$ cat src/rtl/mem_board.sv
// Board and player controller for the memory card game.
// Tracks face-up and removed cards, the active player, both scores and the
// mismatch display hold, and reports game end with the latched winner.
//
// Handshake: a pick is accepted only in a cycle where sel_valid=1 and empty=1.
// There is no back-pressure. empty is the ready qualifier for the cursor card,
// and busy=1 means every sel_valid is dropped.
//
// state_dbg encoding: 0=PICK1, 1=PICK2, 2=EVAL, 3=SHOW, 4=DONE.
module mem_board #(
  parameter int CARDS       = 16,
  parameter int HOLD_CYCLES = 50_000_000
) (
  input  logic             clk,
  input  logic             rst,
  input  logic             sel_valid,
  input  logic [3:0]       sel_index,
  input  logic [1:0]       result,
  input  logic             par,
  input  logic [7:0]       selected1,
  input  logic [7:0]       selected2,
  output logic             empty,
  output logic             player,
  output logic [CARDS-1:0] revealed,
  output logic [CARDS-1:0] matched,
  output logic [3:0]       score1,
  output logic [3:0]       score2,
  output logic             busy,
  output logic             game_over,
  output logic [1:0]       winner,
  output logic [2:0]       state_dbg
);

  localparam int CW = (HOLD_CYCLES > 1) ? $clog2(HOLD_CYCLES) : 1;
  localparam logic [CW-1:0] HOLD_LOAD = CW'(HOLD_CYCLES - 1);
  localparam logic [3:0] SCORE_MAX = 4'd8;

  typedef enum logic [2:0] {
    PICK1 = 3'd0,
    PICK2 = 3'd1,
    EVAL  = 3'd2,
    SHOW  = 3'd3,
    DONE  = 3'd4
  } state_t;

  state_t           state_q, state_d;
  logic             player_q, player_d;
  logic [CARDS-1:0] revealed_q, revealed_d;
  logic [CARDS-1:0] matched_q, matched_d;
  logic [3:0]       score1_q, score1_d;
  logic [3:0]       score2_q, score2_d;
  logic             game_over_q, game_over_d;
  logic [1:0]       winner_q, winner_d;
  logic [CW-1:0]    hold_q, hold_d;

  logic [CARDS-1:0] sel_bit;
  logic [CARDS-1:0] pair_bits;
  logic             pick_ok;
  logic             end_game;

  // Only the low nibble of the picked-card indices addresses the board.
  logic unused_sel_hi;
  assign unused_sel_hi = ^{selected1[7:4], selected2[7:4]};

  // Cursor card is selectable only while waiting for a pick and still face-down.
  assign empty = ((state_q == PICK1) || (state_q == PICK2)) &&
                 !revealed_q[sel_index] && !matched_q[sel_index];

  assign busy      = (state_q == EVAL) || (state_q == SHOW) || (state_q == DONE);
  assign player    = player_q;
  assign revealed  = revealed_q;
  assign matched   = matched_q;
  assign score1    = score1_q;
  assign score2    = score2_q;
  assign game_over = game_over_q;
  assign winner    = winner_q;
  assign state_dbg = state_q;

  // Next-state and board update; game end overrides picks and evaluation.
  always_comb begin
    state_d     = state_q;
    player_d    = player_q;
    revealed_d  = revealed_q;
    matched_d   = matched_q;
    score1_d    = score1_q;
    score2_d    = score2_q;
    game_over_d = game_over_q;
    winner_d    = winner_q;
    hold_d      = hold_q;

    sel_bit   = CARDS'(1) << sel_index;
    pair_bits = (CARDS'(1) << selected1[3:0]) | (CARDS'(1) << selected2[3:0]);
    pick_ok   = sel_valid && empty;
    end_game  = (result == 2'b10) || (result == 2'b11) || (matched_q == '1);

    if ((state_q != DONE) && end_game) begin
      state_d     = DONE;
      game_over_d = 1'b1;
      if (score1_q > score2_q)      winner_d = 2'b01;
      else if (score1_q < score2_q) winner_d = 2'b10;
      else                          winner_d = 2'b11;
    end else begin
      case (state_q)
        PICK1: begin
          if (pick_ok) begin
            revealed_d = revealed_q | sel_bit;
            state_d    = PICK2;
          end
        end
        PICK2: begin
          if (pick_ok) begin
            revealed_d = revealed_q | sel_bit;
            state_d    = EVAL;
          end
        end
        EVAL: begin
          if (result == 2'b01) begin
            if (par) begin
              matched_d  = matched_q | pair_bits;
              revealed_d = revealed_q & ~pair_bits;
              if (!player_q) begin
                if (score1_q < SCORE_MAX) score1_d = score1_q + 4'd1;
              end else begin
                if (score2_q < SCORE_MAX) score2_d = score2_q + 4'd1;
              end
              state_d = PICK1;
            end else begin
              hold_d  = HOLD_LOAD;
              state_d = SHOW;
            end
          end
        end
        SHOW: begin
          if (hold_q == '0) begin
            revealed_d = '0;
            player_d   = !player_q;
            state_d    = PICK1;
          end else begin
            hold_d = hold_q - CW'(1);
          end
        end
        default: begin
          state_d = state_q;
        end
      endcase
    end
  end

  // State registers with synchronous reset.
  always_ff @(posedge clk) begin
    if (rst) begin
      state_q     <= PICK1;
      player_q    <= 1'b0;
      revealed_q  <= '0;
      matched_q   <= '0;
      score1_q    <= 4'd0;
      score2_q    <= 4'd0;
      game_over_q <= 1'b0;
      winner_q    <= 2'b00;
      hold_q      <= '0;
    end else begin
      state_q     <= state_d;
      player_q    <= player_d;
      revealed_q  <= revealed_d;
      matched_q   <= matched_d;
      score1_q    <= score1_d;
      score2_q    <= score2_d;
      game_over_q <= game_over_d;
      winner_q    <= winner_d;
      hold_q      <= hold_d;
    end
  end

endmodule

$ cat config.mk
export PLATFORM = sky130hd
export DESIGN_NAME = mem_board
export DESIGN_NICKNAME = d
export VERILOG_FILES = /design/src/rtl/mem_board.sv
export SDC_FILE = /design/constraint.sdc
export NUM_CORES = 1
export LEC_CHECK = 0
export ABC_AREA = 1
export CAP_MARGIN = 25
export CORE_UTILIZATION = 36
export DETAILED_ROUTE_END_ITERATION = 10
export GPL_TIMING_DRIVEN = 0
export PLACE_DENSITY = 0.65
export SETUP_SLACK_MARGIN = 0.1
export SYNTH_ARGS = -nofsm -noshare
export SYNTH_HDL_FRONTEND = slang
export SYNTH_SLANG_ARGS = --single-unit
$ cat constraint.sdc
create_clock -name clk -period 2.3 [get_ports clk]
set_clock_uncertainty 0.2 [all_clocks]
set_input_delay 0.46 -clock clk [delete_from_list [all_inputs] [get_ports clk]]
set_output_delay 0.46 -clock clk [all_outputs]
set_load 0.005 [all_outputs]
==> impl_metrics.csv <==
group,metric,value,unit
floorplan,full_die_area,13100,um2
logic_synthesis,yosys.area.top_type,"sky130_fd_sc_hd__dfxtp_1",
clock_tree,cts_tree,"done",
logic_synthesis,netlist_instances,712,
setup_path,worstPathCellList,"buf_4 > nor2_4 > nand2_1 > nand2_1 > nor2_1 > nand2_1 > nand3_2 > and3_4 > buf_6",
logic_synthesis,postSynthNetCount,746,
cells_and_area,flow.area_growth_from_synthesis,32.0,%
cells_and_area,finalInstanceArea,6010,um2
logic_synthesis,synth_flop_cell,"sky130_fd_sc_hd__dfxtp_1",
floorplan,floorplan.io_pins,75,
sta,report.final.hold_viol_count,0,
logic_synthesis,synthMostInstantiatedCell,"sky130_fd_sc_hd__nand2_1",
floorplan,initial_core_util,37.4,%
grt,wire_length_of_the_first_global_routing_pass,22.9,mm
power_and_ir_drop,cellPowerDensity,587,nW/um2
logic_synthesis,synth_top_area_share,32.1,%
clock_tree,inserted_clock_buffers,9,
min_path,min-delay-path-class,"reg -> reg",
floorplan,number_of_core_rows,40,
placed_design,placement.cell_area,5380,um2
cells_and_area,post_route_cells_drive_above_1_share,14.4,%
logic_synthesis,synth_simple_gate_area_share,35.0,%
sta,timing.final.crit_share,94.0,%
setup_path,endpoint_kind,"output pin",
cells_and_area,diodes,0,
power_and_ir_drop,p_leak,2.59,nW
logic_synthesis,synth_enable_flop_cells,0,
setup_path,critical_path_required,1.64,ns
logic_synthesis,synth_area,4550,um2
grt,grt_antenna_before_repair,0,
floorplan,core_area,12200,um2
placed_design,hpwl,10.8,mm
clock_tree,clkSlewWorstSetupHoldPaths,0.06,ns
sta,setup_violators_final,0,
sta,hold_slack,0.267,ns
setup_path,worstPathMaxFanout,6,
clock_tree,clock_tree.root_cell,"sky130_fd_sc_hd__clkbuf_16",
cells_and_area,fillerInstances,1231,
logic_synthesis,post_synth_xor_area_fraction,4.04,%
logic_synthesis,post_synthesis_adder_cell_area_fraction,2.20,%
logic_synthesis,number_of_distinct_library_cell_variants_in_the_gate_level_netlist_after_synthesis,39,
route,top_signal_layer_used,"met4",
route,first_iter_violations,331,
grt,pin_count_of_the_biggest_net_entering_global_routing,13,
cells_and_area,numnets_final,833,
logic_synthesis,asyncSetResetFlopFracSynth,0,%
route,met3RoutedLength,1.17,mm
setup_path,critical_path.slowest_cell,"sky130_fd_sc_hd__nor2_4",
route,met2RoutedLength,5.88,mm
clock_tree,max-clock-path-buffers,2,
logic_synthesis,ys.warnings.count,0,
sta,report.final.slew_viol_count,0,
sta,timing.slew.headroom,58.3,%
route,vias_post_dr,5023,
grt,grt_usage,22.9,%
route,drt-met1-wl,7.33,mm
route,drt-vias-per-instance,5.17,
setup_path,critical-path-max-stage-delay,0.21,ns
logic_synthesis,synth_compound_area_share,16.4,%
run,max_cap_violations,0,
grt,first_global_vias,4345,
clock_tree,clock_sink_count,73,
grt,grt.overflow.total,0,
route,drc,0,
logic_synthesis,post_synth_mux_area_share,0,%
clock_tree,holdBufCountCts,0,
logic_synthesis,synth.ff_latch_count,73,
route,count_of_tritonroute_iterations_in_the_first_routing_pass,5,
sta,rsz0062_at_grt,"yes",
cells_and_area,final_cell_count_no_fill,972,
placed_design,post-place-cells,942,
logic_synthesis,synth_area_leaders,"sky130_fd_sc_hd__dfxtp_1, sky130_fd_sc_hd__nand2_1, sky130_fd_sc_hd__nor2_1",
logic_synthesis,synth.yosys.seq_area_share,32.1,%
setup_path,cpMostUsedCell,"sky130_fd_sc_hd__nand2_1",
setup_path,critPathLaunchType,"input port",
outcome,outcome,"complete, no violations",
floorplan,fp.dieH,114,um
placed_design,place.gp.congestion,0.982,
logic_synthesis,syn_area_per_cell,6.39,um2
sta,period_minus_slack,2.16,ns
route,ant_nets,0,
power_and_ir_drop,max_vdd_drop,0.265,mV
setup_path,crit_type,"in -> out",
placed_design,io_buffer_count,62,
logic_synthesis,dominant_combinational_cell_family_by_area_after_synthesis,"simple AND/OR/NAND/NOR gates",
setup_path,critical_path_arrival,1.50,ns
clock_tree,h_tree_level_count,3,
sta,max_slew.worst_pin.slew,0.626,ns
floorplan,chipWidth,114,um
clock_tree,worst_skew_pair.late_latency,0.34,ns
route,detail_route.wirelength,14.6,mm
sta,fmax,0.462,GHz
logic_synthesis,ys_top_cells_by_count,"sky130_fd_sc_hd__nand2_1, sky130_fd_sc_hd__nor2_1, sky130_fd_sc_hd__inv_1, sky130_fd_sc_hd__dfxtp_1, sky130_fd_sc_hd__a21oi_1",
route,routed_wire_length_per_instance,15.0,um
[layer usage]
layer | global-route usage, % | up-vias
li1 | - | 2505
met1 | 35.9 | 2281
met2 | 31.3 | 218
met3 | 3.18 | 19
met4 | 7.45 | 0
met5 | 0 | -
[logic make-up (layout without fill, tap and decap cells)]
family / Yosys count / count (layout)
DFF: 73 / 73
AOI/OAI and AO/OA: 135 / 135
buffers and inverters: 114 / 206
adders and majority gates: 8 / 8
xor gates and xnor gates: 21 / 21
and+or+nand+nor: 361 / 361
[report_power, final]
part           total [mW]  switching (mW)  internal [mW]
Clock                1.65           0.564           1.09
Combinational       0.546           0.323          0.223
Sequential           1.33          0.0315           1.30
[final timing paths]
kind | slack [ns] | endpoint | cells past startpoint | from
max | 0.14 | empty | 9 | sel_index[1]
min | 0.27 | hold_q[22]$_SDFFE_PP0P_ | 2 | hold_q[22]$_SDFFE_PP0P_
max reg2reg | 0.17 | matched[7]$_SDFFE_PP0P_ | 8 | matched[9]$_SDFFE_PP0P_
min reg2reg | 0.27 | hold_q[22]$_SDFFE_PP0P_ | 2 | hold_q[22]$_SDFFE_PP0P_
[critical path, delay by kind of cell]
kind	cells	cell delay, ns
and+or+nand+nor	7	0.79
buffers and inverters	2	0.25
[flip-flops by register name, indices dropped and copies added (netlist names)]
signal,count
hold_q,26
state_dbg,3
player,1
game_over,1
winner,2
revealed,16
score2,4
matched,16
score1,4
[what timing repair did]
item                       CTS  global route
setup endpoints to repair   74            57
gates resized for setup     47            33
buffers inserted             5             9
pin swaps                    2             9
[stage by stage]
step	TNS, ns	utilization, %	total power, mW	setup slack [ns]
global route	0	49.4	3.65	0.0637
global placement	-22.13	44.3	1.85	-0.776
floorplan	0	-	1.66	0.388
detailed placement	-20.50	44.3	1.85	-0.756
CTS	0	48.4	3.50	0.0356
finish	0	49.4	3.53	0.137
[cell type report]
type / instances / area (um2) / share of cell area [%]
multi-input combinational: 525 / 2750 / 45.7
sequential: 73 / 1480 / 24.6
timing repair buffer: 76 / 733 / 12.2
inverter: 88 / 333 / 5.54
clock buffer: 11 / 243 / 4.04
tap: 168 / 210 / 3.50
buffer: 26 / 161 / 2.69
clock inverter: 5 / 103 / 1.71
[cell usage in the layout, fill, tap and decap left out, types with 5 or more instances in the layout]
cell	instances
sky130_fd_sc_hd__a21oi_1	65
sky130_fd_sc_hd__a31oi_1	6
sky130_fd_sc_hd__buf_2	5
sky130_fd_sc_hd__buf_4	18
sky130_fd_sc_hd__buf_6	5
sky130_fd_sc_hd__clkbuf_1	11
sky130_fd_sc_hd__clkbuf_16	9
sky130_fd_sc_hd__clkdlybuf4s50_1	58
sky130_fd_sc_hd__dfxtp_1	64
sky130_fd_sc_hd__dfxtp_2	6
sky130_fd_sc_hd__ha_1	7
sky130_fd_sc_hd__inv_1	66
sky130_fd_sc_hd__inv_2	21
sky130_fd_sc_hd__nand2_1	158
sky130_fd_sc_hd__nand3_1	43
sky130_fd_sc_hd__nand4_1	10
sky130_fd_sc_hd__nor2_1	97
sky130_fd_sc_hd__nor2_2	5
sky130_fd_sc_hd__nor2_4	6
sky130_fd_sc_hd__nor3_1	13
sky130_fd_sc_hd__nor4_1	5
sky130_fd_sc_hd__o21ai_0	24
sky130_fd_sc_hd__o21ai_1	9
sky130_fd_sc_hd__o22ai_1	15
sky130_fd_sc_hd__o31ai_1	9
sky130_fd_sc_hd__xnor2_1	8
sky130_fd_sc_hd__xor2_1	13
Note: power is estimated with default switching activity, not from simulation.
==> variant: new RTL, config.mk and constraints unchanged <==
Take the reset off `hold_q` and load it in a clocked block of its own.
--- a/src/rtl/mem_board.sv
+++ b/src/rtl/mem_board.sv
@@ -157,7 +157,6 @@
       score2_q    <= 4'd0;
       game_over_q <= 1'b0;
       winner_q    <= 2'b00;
-      hold_q      <= '0;
     end else begin
       state_q     <= state_d;
       player_q    <= player_d;
@@ -167,8 +166,11 @@
       score2_q    <= score2_d;
       game_over_q <= game_over_d;
       winner_q    <= winner_d;
-      hold_q      <= hold_d;
     end
+  end
+
+  always_ff @(posedge clk) begin
+    hold_q <= hold_d;
   end
 
 endmodule
Formal check against the unedited RTL: no difference found for any inputs over 4 cycles, from zero or initial values and one cycle with rst high; that may be too few to reach the edited logic, so the function may still have changed.
==> variant against the unedited design <==
- the flow now finishes with violations (DRC)
- largest cell class unchanged
- sequential cell count unchanged
- total power is 12% lower
- critical endpoint is now hold_q[25]
- largest power group is now sequential cells
- cell area fell by 0.31%
- synthesized area down 5.4%
- routed wire length down 3.0%
- sequential share of layout area is 4.4 points higher
- worst setup slack lost 50 ps
- global-route usage up 0.070 points
==> variant: results (changes against the unedited design) <==
DRT Pass-1 Iters -> 8 (+3)
Synth area leaders -> dfxtp_1 (22%), edfxtp_1 (18%), nand2_1 (8.9%)
Post-synthesis async set-or-reset flop share -> 0% (unchanged)
GPL Wtd Cong -> 0.943 (-4.0%)
Critical path class -> flop to flop
Final Critical Period -> 2210 ps (+49.6 ps)
Commonest cells in the synthesized netlist -> nand2_1 (102), inv_1 (89), nor2_1 (87)
Largest register FFs -> 26 (unchanged)
Top-area cell type share of the netlist area -> 21.8% (-10 points)
Hold wc startpoint -> game_over
Wl on met1 -> 6.28 mm (-14%)
Via count -> 4695 (-6.5%)
Critical Path Max Stage Delay -> 430 ps (+220 ps)
Slowest stage cell on the critical path -> edfxtp_1
Vias in the first global route -> 4331 (-0.32%)
Hpwl dp -> 9.96 mm (-7.5%)
Post-synth EDFFs -> 26 (+26)
DRC viols -> 4 (+4)
CP max FO -> 5 (-1)
CP arrival -> 2100 ps (+600 ps)
FF-to-FF setup slack -> 90 ps (-80 ps)
Leak -> 2.22 nW (-14%)
Worst Setup EP -> hold_q[25]
Fillcell total -> 1120 (-9.0%)
FF-to-FF Start -> hold_q[0]
Worst R2R End -> hold_q[25]
Met3 WL post-DR -> 701 um (-40%)
Initial DRC Count -> 337 (+1.8%)
Global-route wire length before repair -> 22.0 mm (-4.0%)
Post-Synthesis Net Count -> 655 (-12%)
NumNets Final -> 764 (-8.3%)
Status -> finished, violations left
Max rail drop VDD -> 362 uV (+37%)
DR WL/cell -> 16.1 um (+7.3%)
Slew headroom -> 58.6% (+0.34 points)
Netlist cell types -> 32 (-18%)
Failing checks -> DRC
Post-synthesis sequential area ratio -> 40.0% (+7.9 points)
Pint -> 2.26 mW (-13%)
WL met2 -> 6.78 mm (+15%)
DP Worst Slack -> -745 ps (+10.6 ps)
Share of cells above drive strength 1 -> 21.4% (+6.9 points)
## variant: cell types whose count changed after synthesis, moves of 9 or more
cell and delta:
nand2_1 -60, dfxtp_1 -26, edfxtp_1 +26, o21ai_0 +18, nor2_1 -15, xor2_1 -13
o21ai_1 -10, inv_1 +9
## variant: how the worst min path moves through the flow
stage | to | slack (ps)
2_1_floorplan | winner[0] | 260
3_3_place_gp | game_over | 250
3_5_place_dp | game_over | 260
4_1_cts | game_over | 270
5_1_grt | winner[0] | 310
6_report | game_over | 270
## variant: cell type report
class                   count  share of cell area (%)
plain buffers              16                    1.88
clock buffers              10                    3.82
clock inverters             6                   0.585
inverters                  96                    6.20
multi-input cells         437                    40.1
flip-flops and latches     73                    29.0
well taps                 143                    2.99
repair buffers             97                    15.4
## variant: power by group through the flow
stage	combinational, mW	sequential [mW]	clock (mW)
6_report	0.444	1.39	1.28
5_1_grt	0.485	1.40	1.38
4_1_cts	0.427	1.39	1.32
3_5_place_dp	0.402	1.42	0
3_3_place_gp	0.399	1.42	0
2_1_floorplan	0.230	1.41	0
## variant: tightest hold or removal path: stages, from the launching register on
cell	delay (ps)
dfxtp_1	320
nor2_1	50
nor2_1	70
## variant: kinds of logic after synthesis
kind of cell               synth area share (%)
and+or+nand+nor                            30.9
AOI/OAI and AO/OA                          16.5
buffers and inverters                      10.1
DFF                                        40.0
adders and majority gates                  2.32
xor gates and xnor gates                  0.203
## variant: stage by stage
stage	total power, mW	utilization, %	std cells	cell area, um2
3_5_place_dp	1.82	44.5	826	5120
3_3_place_gp	1.82	44.5	826	5120
5_1_grt	3.26	52.0	878	5990
4_1_cts	3.13	49.7	863	5730
6_report	3.12	52.0	878	5990
2_1_floorplan	1.64	-	621	4320
## variant: repair_timing
item / in CTS / in global routing
gates resized for setup: 72 / 54
setup endpoints to repair: 64 / 69
gates cloned: 2 / 0
setup buffers: 19 / 15
pin swaps: 12 / 16
## variant: routing by layer
| layer | track usage (%) | vias up |
|---|---|---|
| li1 | - | 2301 |
| met4 | 10.5 | 0 |
| met3 | 4.84 | 29 |
| met5 | 0 | - |
| met2 | 37.3 | 142 |
| met1 | 29.2 | 2223 |
